File: config.mk
export PLATFORM = sky130hd
export DESIGN_NAME = if_fetch_queue
export DESIGN_NICKNAME = d
export VERILOG_FILES = /design/src/rtl/if_fetch_queue.sv
export SDC_FILE = /design/constraint.sdc
export NUM_CORES = 1
export LEC_CHECK = 0
export BUFFER_PORTS_ARGS = -buffer_cell sky130_fd_sc_hd__buf_2
export CORE_MARGIN = 4
export CORE_UTILIZATION = 37
export DETAILED_ROUTE_END_ITERATION = 7
export GPL_TIMING_DRIVEN = 0
export PLACE_DENSITY_LB_ADDON = 0.08
export SLEW_MARGIN = 30
export SYNTH_ARGS = -nofsm -noshare
export SYNTH_HDL_FRONTEND = slang
export SYNTH_SLANG_ARGS = --single-unit
File: constraint.sdc
create_clock -name i_clk -period 7.64 [get_ports i_clk]
set_clock_uncertainty 0.05 [all_clocks]
set_input_delay 0.382 -clock i_clk [delete_from_list [all_inputs] [get_ports i_clk]]
set_output_delay 0.382 -clock i_clk [all_outputs]
set_load 0.02 [all_outputs]
File: src/rtl/if_fetch_queue.sv
// if_fetch_queue: fetch PC owner, credit-limited imem requester and in-order response FIFO toward ID.
// Optional IF_ALIGN_CHECK_EN: misaligned redirect targets halt fetch and raise o_fetch_misalign.
module if_fetch_queue #(
   parameter logic [31:0] RESET_PC   = 32'h0000_0000,
   parameter int          FIFO_DEPTH = 2
) (
   input  logic        i_clk,
   input  logic        i_rst_n,
   output logic        o_imem_req,
   output logic [31:0] o_imem_addr,
   input  logic        i_imem_gnt,
   input  logic        i_imem_rvalid,
   input  logic [31:0] i_imem_rdata,
   input  logic        i_redirect,
   input  logic [31:0] i_redirect_pc,
   output logic        o_instr_valid,
   output logic [31:0] o_instr,
   output logic [31:0] o_pc,
   input  logic        i_id_ready
`ifdef IF_ALIGN_CHECK_EN
   ,
   output logic        o_fetch_misalign
`endif
);

   localparam int PW = $clog2(FIFO_DEPTH);
   localparam int CW = PW + 1;
   localparam logic [CW:0] DEPTH_EXT = (CW+1)'(FIFO_DEPTH);

   logic [31:0]   r_fetch_pc;
   logic [31:0]   r_resp_pc;
   logic [CW-1:0] r_outstanding;
   logic [CW-1:0] r_drop_cnt;
   // Pointers carry one extra wrap bit so full and empty are distinguishable.
   logic [CW-1:0] r_wptr;
   logic [CW-1:0] r_rptr;
   logic [31:0]   r_fifo_instr [FIFO_DEPTH];
   logic [31:0]   r_fifo_pc    [FIFO_DEPTH];

   logic [CW-1:0] w_count;
   logic [CW:0]   w_inflight;
   logic          w_empty;
   logic          w_credit;
   logic          w_halted;
   logic          w_fire;
   logic          w_push;
   logic          w_pop;
   logic          w_drop;
   logic [PW-1:0] w_wr_idx;
   logic [PW-1:0] w_rd_idx;
   logic [31:0]   w_target;

   assign w_count    = r_wptr - r_rptr;
   assign w_empty    = (w_count == '0);
   assign w_inflight = {1'b0, r_outstanding} + {1'b0, w_count};
   assign w_credit   = (w_inflight < DEPTH_EXT);
   assign w_wr_idx   = r_wptr[PW-1:0];
   assign w_rd_idx   = r_rptr[PW-1:0];
   assign w_target   = {i_redirect_pc[31:2], 2'b00};

   // Request is also held low while reset is asserted so the port is quiet during reset.
   assign o_imem_req    = i_rst_n & ~i_redirect & ~w_halted & w_credit;
   assign o_imem_addr   = r_fetch_pc;
   assign w_fire        = o_imem_req & i_imem_gnt;
   assign o_instr_valid = ~w_empty & ~i_redirect;
   assign w_pop         = o_instr_valid & i_id_ready;
   assign w_push        = i_imem_rvalid & ~i_redirect & (r_drop_cnt == '0);
   assign w_drop        = i_imem_rvalid & ~i_redirect & (r_drop_cnt != '0);
   assign o_instr       = w_empty ? 32'h0 : r_fifo_instr[w_rd_idx];
   assign o_pc          = w_empty ? 32'h0 : r_fifo_pc[w_rd_idx];

   always_ff @(posedge i_clk or negedge i_rst_n) begin
      if (!i_rst_n) begin
         r_fetch_pc    <= RESET_PC;
         r_resp_pc     <= RESET_PC;
         r_outstanding <= '0;
         r_drop_cnt    <= '0;
         r_wptr        <= '0;
         r_rptr        <= '0;
      end else begin
         r_outstanding <= r_outstanding + CW'(w_fire) - CW'(i_imem_rvalid);
         if (i_redirect) begin
            // Everything still in flight belongs to the old path; a response arriving now is
            // discarded directly, so it is not counted again.
            r_fetch_pc <= w_target;
            r_resp_pc  <= w_target;
            r_drop_cnt <= r_outstanding - CW'(i_imem_rvalid);
            r_wptr     <= '0;
            r_rptr     <= '0;
         end else begin
            if (w_fire) begin
               r_fetch_pc <= r_fetch_pc + 32'd4;
            end
            if (w_drop) begin
               r_drop_cnt <= r_drop_cnt - CW'(1);
            end
            if (w_push) begin
               r_wptr    <= r_wptr + CW'(1);
               r_resp_pc <= r_resp_pc + 32'd4;
            end
            if (w_pop) begin
               r_rptr <= r_rptr + CW'(1);
            end
         end
      end
   end

   always_ff @(posedge i_clk) begin
      if (w_push) begin
         r_fifo_instr[w_wr_idx] <= i_imem_rdata;
         r_fifo_pc[w_wr_idx]    <= r_resp_pc;
      end
   end

`ifdef IF_ALIGN_CHECK_EN
   logic r_halted;

   always_ff @(posedge i_clk or negedge i_rst_n) begin
      if (!i_rst_n) begin
         r_halted <= 1'b0;
      end else if (i_redirect) begin
         r_halted <= |i_redirect_pc[1:0];
      end
   end

   assign w_halted         = r_halted;
   assign o_fetch_misalign = r_halted;
`else
   logic w_unused_pc_lsb;

   assign w_halted        = 1'b0;
   assign w_unused_pc_lsb = ^i_redirect_pc[1:0];
`endif

   a_rvalid_has_owner: assert property (@(posedge i_clk) disable iff (!i_rst_n)
      i_imem_rvalid |-> (r_outstanding != '0));

   a_no_overflow: assert property (@(posedge i_clk) disable iff (!i_rst_n)
      (w_push & ~w_pop) |-> (w_count != CW'(FIFO_DEPTH)));

endmodule

Word-level counts from Yosys, hierarchy flattened
Memory sizes are Yosys's and may differ from the RTL's.
Index checks and enable logic that the tools add are counted.
W data, S select, Z words.

cells by class
  multiply operators = 0
  order comparisons = 1
  bitwise operators = 10
  add/subtract/negate cells = 10
  div/mod/pow operators = 0
  shifts and indexed selects = 0
  eq/ne operators = 0
  reductions and logical operators = 7
  mux-type cells = 14

operators by type and width
  operator                 count
  $mux W32                 6
  $add A32 B3 Y32 const B  2
  $mux W2                  6
  $reduce_bool A2 Y1       5
  $and A1 B1 Y1            8
  $add A2 B1 Y2 const B    2
  $logic_not A2 Y1         2
  $sub A2 B1 Y2            2
  $add A2 B2 Y3            1
  $lt A3 B2 Y1 const B     1
  $add A2 B1 Y2            1
  $mux W1                  2
  $not A1 Y1               2
  $sub A2 B1 Y2 const B    1
  $sub A2 B2 Y2            1

storage, ports and cells
  RAM bits = 128
  memories kept = 2
  ROM bits = 0
  register bits after elaboration = 72
  word-level logic and storage cells = 50
  bits in latches = 0
  output and inout bits = 98

memory list
  memory        words  bits a word  read ports  clocked after Yosys merged registers in  write ports  line  text
  r_fifo_instr  2      32           1           0                                        1            37    logic [31:0] r_fifo_instr [FIFO_DEPTH];
  r_fifo_pc     2      32           1           0                                        1            38    logic [31:0] r_fifo_pc [FIFO_DEPTH];

Logic depth before layout (Yosys ltp)
  depth after elaboration = 7
  mapped depth = 14

Worst setup path before layout
Ideal clock, no wire load.

  path kind = input-to-reg
  start point = in i_redirect
  end point = mem r_fifo_instr[0][0], enable pin
  cell stages on the path = 4
  path slack = 1.762 ns
  arrival time = 5.270 ns
  setup time = 0.559 ns
  cell sequence = clkbuf_1 -> buf_1 -> clkbuf_1 -> nor3_1

between the ends
  longest elaborated chain between the ends = 5

ends and longest elaborated chain
  element                        line  text
  from (decl)                    14    input logic i_redirect,
  $not A1 Y1                     67    assign w_push = i_imem_rvalid & ~i_redirect & (r_drop_cnt == '0);
  $and A1 B1 Y1 (2 in a row)     67
  $mux W1                        109   if (w_push) begin
  $mux W1 (implied by the code)  110   r_fifo_instr[w_wr_idx] <= i_imem_rdata;
  to (decl)                      37

Every way passes these cells.

Worst setup path in the final report
  start point = reg r_wptr[0]
  end point = reg r_outstanding[1]

between the ends
  longest elaborated chain between the ends = 7

ends and longest elaborated chain
  element                 line  text
  from (decl)             35    logic [CW-1:0] r_wptr;
  from (signal assigned)  98    r_wptr <= r_wptr + CW'(1);
  $sub A2 B2 Y2           53    assign w_count = r_wptr - r_rptr;
  $add A2 B2 Y3           55    assign w_inflight = {1'b0, r_outstanding} + {1'b0, w_count};
  $lt A3 B2 Y1            56    assign w_credit = (w_inflight < DEPTH_EXT);
  $and A1 B1 Y1           62    assign o_imem_req = i_rst_n & ~i_redirect & ~w_halted & w_credit;
  $and A1 B1 Y1           64    assign w_fire = o_imem_req & i_imem_gnt;
  $add A2 B1 Y2           81    r_outstanding <= r_outstanding + CW'(w_fire) - CW'(i_imem_rvalid);
  $sub A2 B1 Y2           81
  to (signal assigned)    81
  to (decl)               32    logic [CW-1:0] r_outstanding;

Every way passes these cells.
A chain may end at the register's enable or synchronous reset.

==> flow_summary_export.csv <==
group,metric,value,unit
hold_path,hp-start,"i_imem_rdata[19]",
synthesis,ys_warn_count,0,
power_and_ir_drop,combinationalPowerShare,37.9,%
setup_path,ff2ff_setup_slack,4.18,ns
grt,grt_pass1_vias,6010,
synthesis,syn_area_per_cell,12.86,um^2
grt,gr-usage-all-layers,16.51,%
drt,routed_wl,21.16,mm
cells_and_area,final_area,0.01067,mm^2
setup_path,start_kind,"flop",
synthesis,ys.flop_type,"edfxtp_1",
sta,min_period,3.458,ns
power_and_ir_drop,p_clk_share,26.1,%
drt,wire_per_inst,17.59,um
placed_design,dp.cells,1169,
hold_path,hold_end,"r_fifo_instr[0][19]$_DFFE_PP_",
power_and_ir_drop,pwr-share-seq,36.0,%
cells_and_area,layout-drive-gt1-share,28.46,%
clocking,cts_inserted_buffers,17,
die,num_io_pins,168,
grt,grt_pass1_wl,33.29,mm
setup_path,cp_max_fo,10,
cells_and_area,fin_nets,954,
sta,fin_setup_tns,0,ns
placed_design,place_area,0.01003,mm^2
clocking,clk_path_buf_depth,2,
grt,antenna_found_initial,0,
power_and_ir_drop,max-vdd-ir-drop,136.6,uV
clocking,cts-root-buf,"clkbuf_16",
sta,fmax,289.2,MHz
drt,ant_nets,0,
die,core,0.02285,mm^2
setup_path,r2r-start,"r_wptr[0]$_DFFE_PN0N_",
synthesis,ys_ff_latch,192,
cells_and_area,area_growth,23.21,%
die,die_y,161.0,um
run_status,status,"completed",
drt,viasPerCell,4.850,
synthesis,yosysTopAreaCell,"edfxtp_1",
setup_path,crit_path_end_kind,"flop",
run,cap_violations,0,
die,placementRows,55,
hold_path,whs_path_depth,1,
synthesis,synth_cells,673,
setup_path,cp_data_required_time,7.94,ns
power_and_ir_drop,leakage,4.154,nW
placed_design,place.gp.congestion,0.7973,
grt,grt_max_degree,42,
synthesis,synth_area,0.008656,mm^2
grt,grt_remaining_overflow,0,
synthesis,yosys-top-cells-area,"edfxtp_1, dfrtp_1, mux2i_1",
sta,finalWorstSetupSlack,4.182,ns
synthesis,ys_seq_area_share,62.68,%
cells_and_area,fin_util,46.68,%
synthesis,synth_edf_count,124,
drt,first_pass_iters,4,
sta,setup_viol_count_final,0,
setup_path,r2r_end,"r_outstanding[1]$_DFF_PN0_",
sta,hold_viol_final,0,
placed_design,portBuffers,161,
die,start_util,37.89,%
cells_and_area,fin_cells,1203,
placed_design,dp_slack,4.184,ns
clocking,cts.htree.levels,4,
power_and_ir_drop,switchingPower,1.351,mW
power_and_ir_drop,p_per_area,335.6,mW/mm^2
die,die_area,0.02590,mm^2
synthesis,netlist.area_leader.share,43.02,%
sta,max-slew-margin-rel,47.58,%
power_and_ir_drop,p_total,3.580,mW
clocking,clk_pin_slew_worst_paths,0.07,ns
placed_design,place_hpwl,15.94,mm
setup_path,reg2regPathDepth,14,
setup_path,crit_type,"flop to flop",
synthesis,synthArstFlopShare,35.42,%
hold_path,hold_path_class,"primary input to flop",
clocking,cts_sinks,192,
sta,slew_viol_final,0,
sta,whs,0.09524,ns
setup_path,worstPathArrival,3.75,ns
sta,finalCritPeriodShare,45.26,%
synthesis,synth_cell_types,55,
power_and_ir_drop,p_int,2.228,mW
drt,drt-initial-drc-count,297,
clocking,clk_latency,0.42,ns
drt,vias,5834,
die,die_w,161.0,um
clocking,cts_tree,"built",
cells_and_area,fillers,2196,
drt,route.detailed.drc,0,
sta,tightestPinTransition,0.7863,ns
power_and_ir_drop,swShare,37.75,%
sta,rsz0062_at_grt,"false",
[power groups by stage]
stage	Clock [mW]	Combinational [mW]	Sequential [mW]
final	0.935	1.35	1.29
after global routing	1.01	1.49	1.30
after CTS	0.961	1.39	1.29
after detailed placement	0	1.39	1.31
after global placement	0	1.36	1.32
after floorplan	0	0.881	1.32
[routing by layer]
layer	GRT usage [%]	vias to the layer above	wire length, um	share of wire (%)
met1	22.13	2837	9700	46
met4	4.343	0	231	1.1
li1	-	2821	-	-
met2	27.38	158	10220	48
met5	0	-	0	0
met3	3.618	18	1003	4.7
[area by class of cell]
type                            count  area [um^2]  share of cell area, %
Antenna cell                        1        2.502                0.02346
Buffer                             35        177.7                  1.666
Clock buffer                       19        432.9                  4.059
Clock inverter                     13        186.4                  1.748
Inverter                           15        56.30                 0.5279
Multi-Input combinational cell    434         3019                  28.31
Sequential cell                   192         5425                  50.87
Tap cell                          313        391.6                  3.672
Timing Repair Buffer              181        973.4                  9.127
[registers in the layout, indices dropped and copies added, names as in the netlist]
| signal | flops |
|---|---|
| r_wptr | 2 |
| r_drop_cnt | 2 |
| r_fifo_instr | 64 |
| r_fifo_pc | 60 |
| r_outstanding | 2 |
| r_resp_pc | 30 |
| r_rptr | 2 |
| o_imem_addr | 30 |
[cells in the final DEF (no fill, tap or decap), types with 5 or more instances in the layout]
cell,n
buf_2,160
edfxtp_1,124
nor2_1,80
dfrtp_1,68
mux2i_1,63
nand2_1,45
xnor2_1,39
buf_4,25
clkbuf_1,24
nand3_1,23
xor2_1,17
clkbuf_16,17
nor3_1,14
inv_1,13
and4_1,11
mux2_2,11
a21oi_1,11
o211ai_1,10
o21ai_0,9
nand2b_1,8
and3_1,8
nand4_1,8
o21ai_1,8
a21boi_1,7
ha_1,7
nor4_2,6
and2_1,5
a21boi_0,5
[worst max-delay path, stage by stage, from the launching register on]
cell,delay [ns]
dfrtp_1,0.39
inv_1,0.13
ha_1,0.16
xnor3_1,0.44
fa_1,0.52
and4b_2,0.34
and2_1,0.15
buf_4,0.16
inv_2,0.08
buf_6,0.15
ha_1,0.27
inv_1,0.04
ha_1,0.18
xnor2_1,0.17
xnor2_1,0.13
[worst max-delay path by stage]
stage,start,end,slack (ns)
after floorplan,i_redirect,r_fifo_instr[0][0]$_DFFE_PP_,1.76
after global placement,i_redirect,r_fifo_pc[0][16]$_DFFE_PP_,-1.40
after detailed placement,r_wptr[0]$_DFFE_PN0N_,r_outstanding[1]$_DFF_PN0_,4.18
after CTS,r_wptr[0]$_DFFE_PN0N_,o_pc[12],4.14
after global routing,r_wptr[0]$_DFFE_PN0N_,r_outstanding[1]$_DFF_PN0_,3.96
final,r_wptr[0]$_DFFE_PN0N_,r_outstanding[1]$_DFF_PN0_,4.18
[cells in the mapped netlist, types with 2 or more instances]
cell type	number
nand3_2	3
nor4_2	6
a21oi_1	11
ha_1	7
a21boi_1	7
o21ai_1	8
nand3_1	23
edfxtp_1	124
clkbuf_1	23
nor4_1	3
and3_1	8
a211o_1	2
o211ai_1	10
and2_1	5
nand4_2	2
xor2_1	17
inv_1	13
nand4_1	8
and4_1	11
nand2b_1	8
xnor2_1	39
mux2i_1	63
nor2_1	80
buf_4	6
dfrtp_1	68
o21ai_0	9
nand2_1	45
mux2_2	11
or3_1	4
buf_6	3
a21boi_0	5
nor3_1	16
buf_1	3
[cells by family (layout without fill, tap and decap cells)]
kind of cell / after synthesis / after routing / synth area share [%]
compound gates: 59 / 59 / 4.423
mux: 74 / 74 / 8.716
xor+xnor: 57 / 57 / 5.927
fa+ha+maj: 8 / 8 / 1.243
other cells: 1 / 5 / 0.04332
buf+inv: 50 / 263 / 2.688
flops: 192 / 192 / 62.68
simple gates: 232 / 232 / 14.28
[timing repair]
item | in CTS | in global routing
endpoints found under the hold margin | 39 | 0
buffers inserted | 0 | 0
gates resized for setup | 0 | 0
endpoints found under the setup margin | 0 | 0
hold buffers | 1 | 0
No activity file was read; power rests on OpenSTA's default activity.
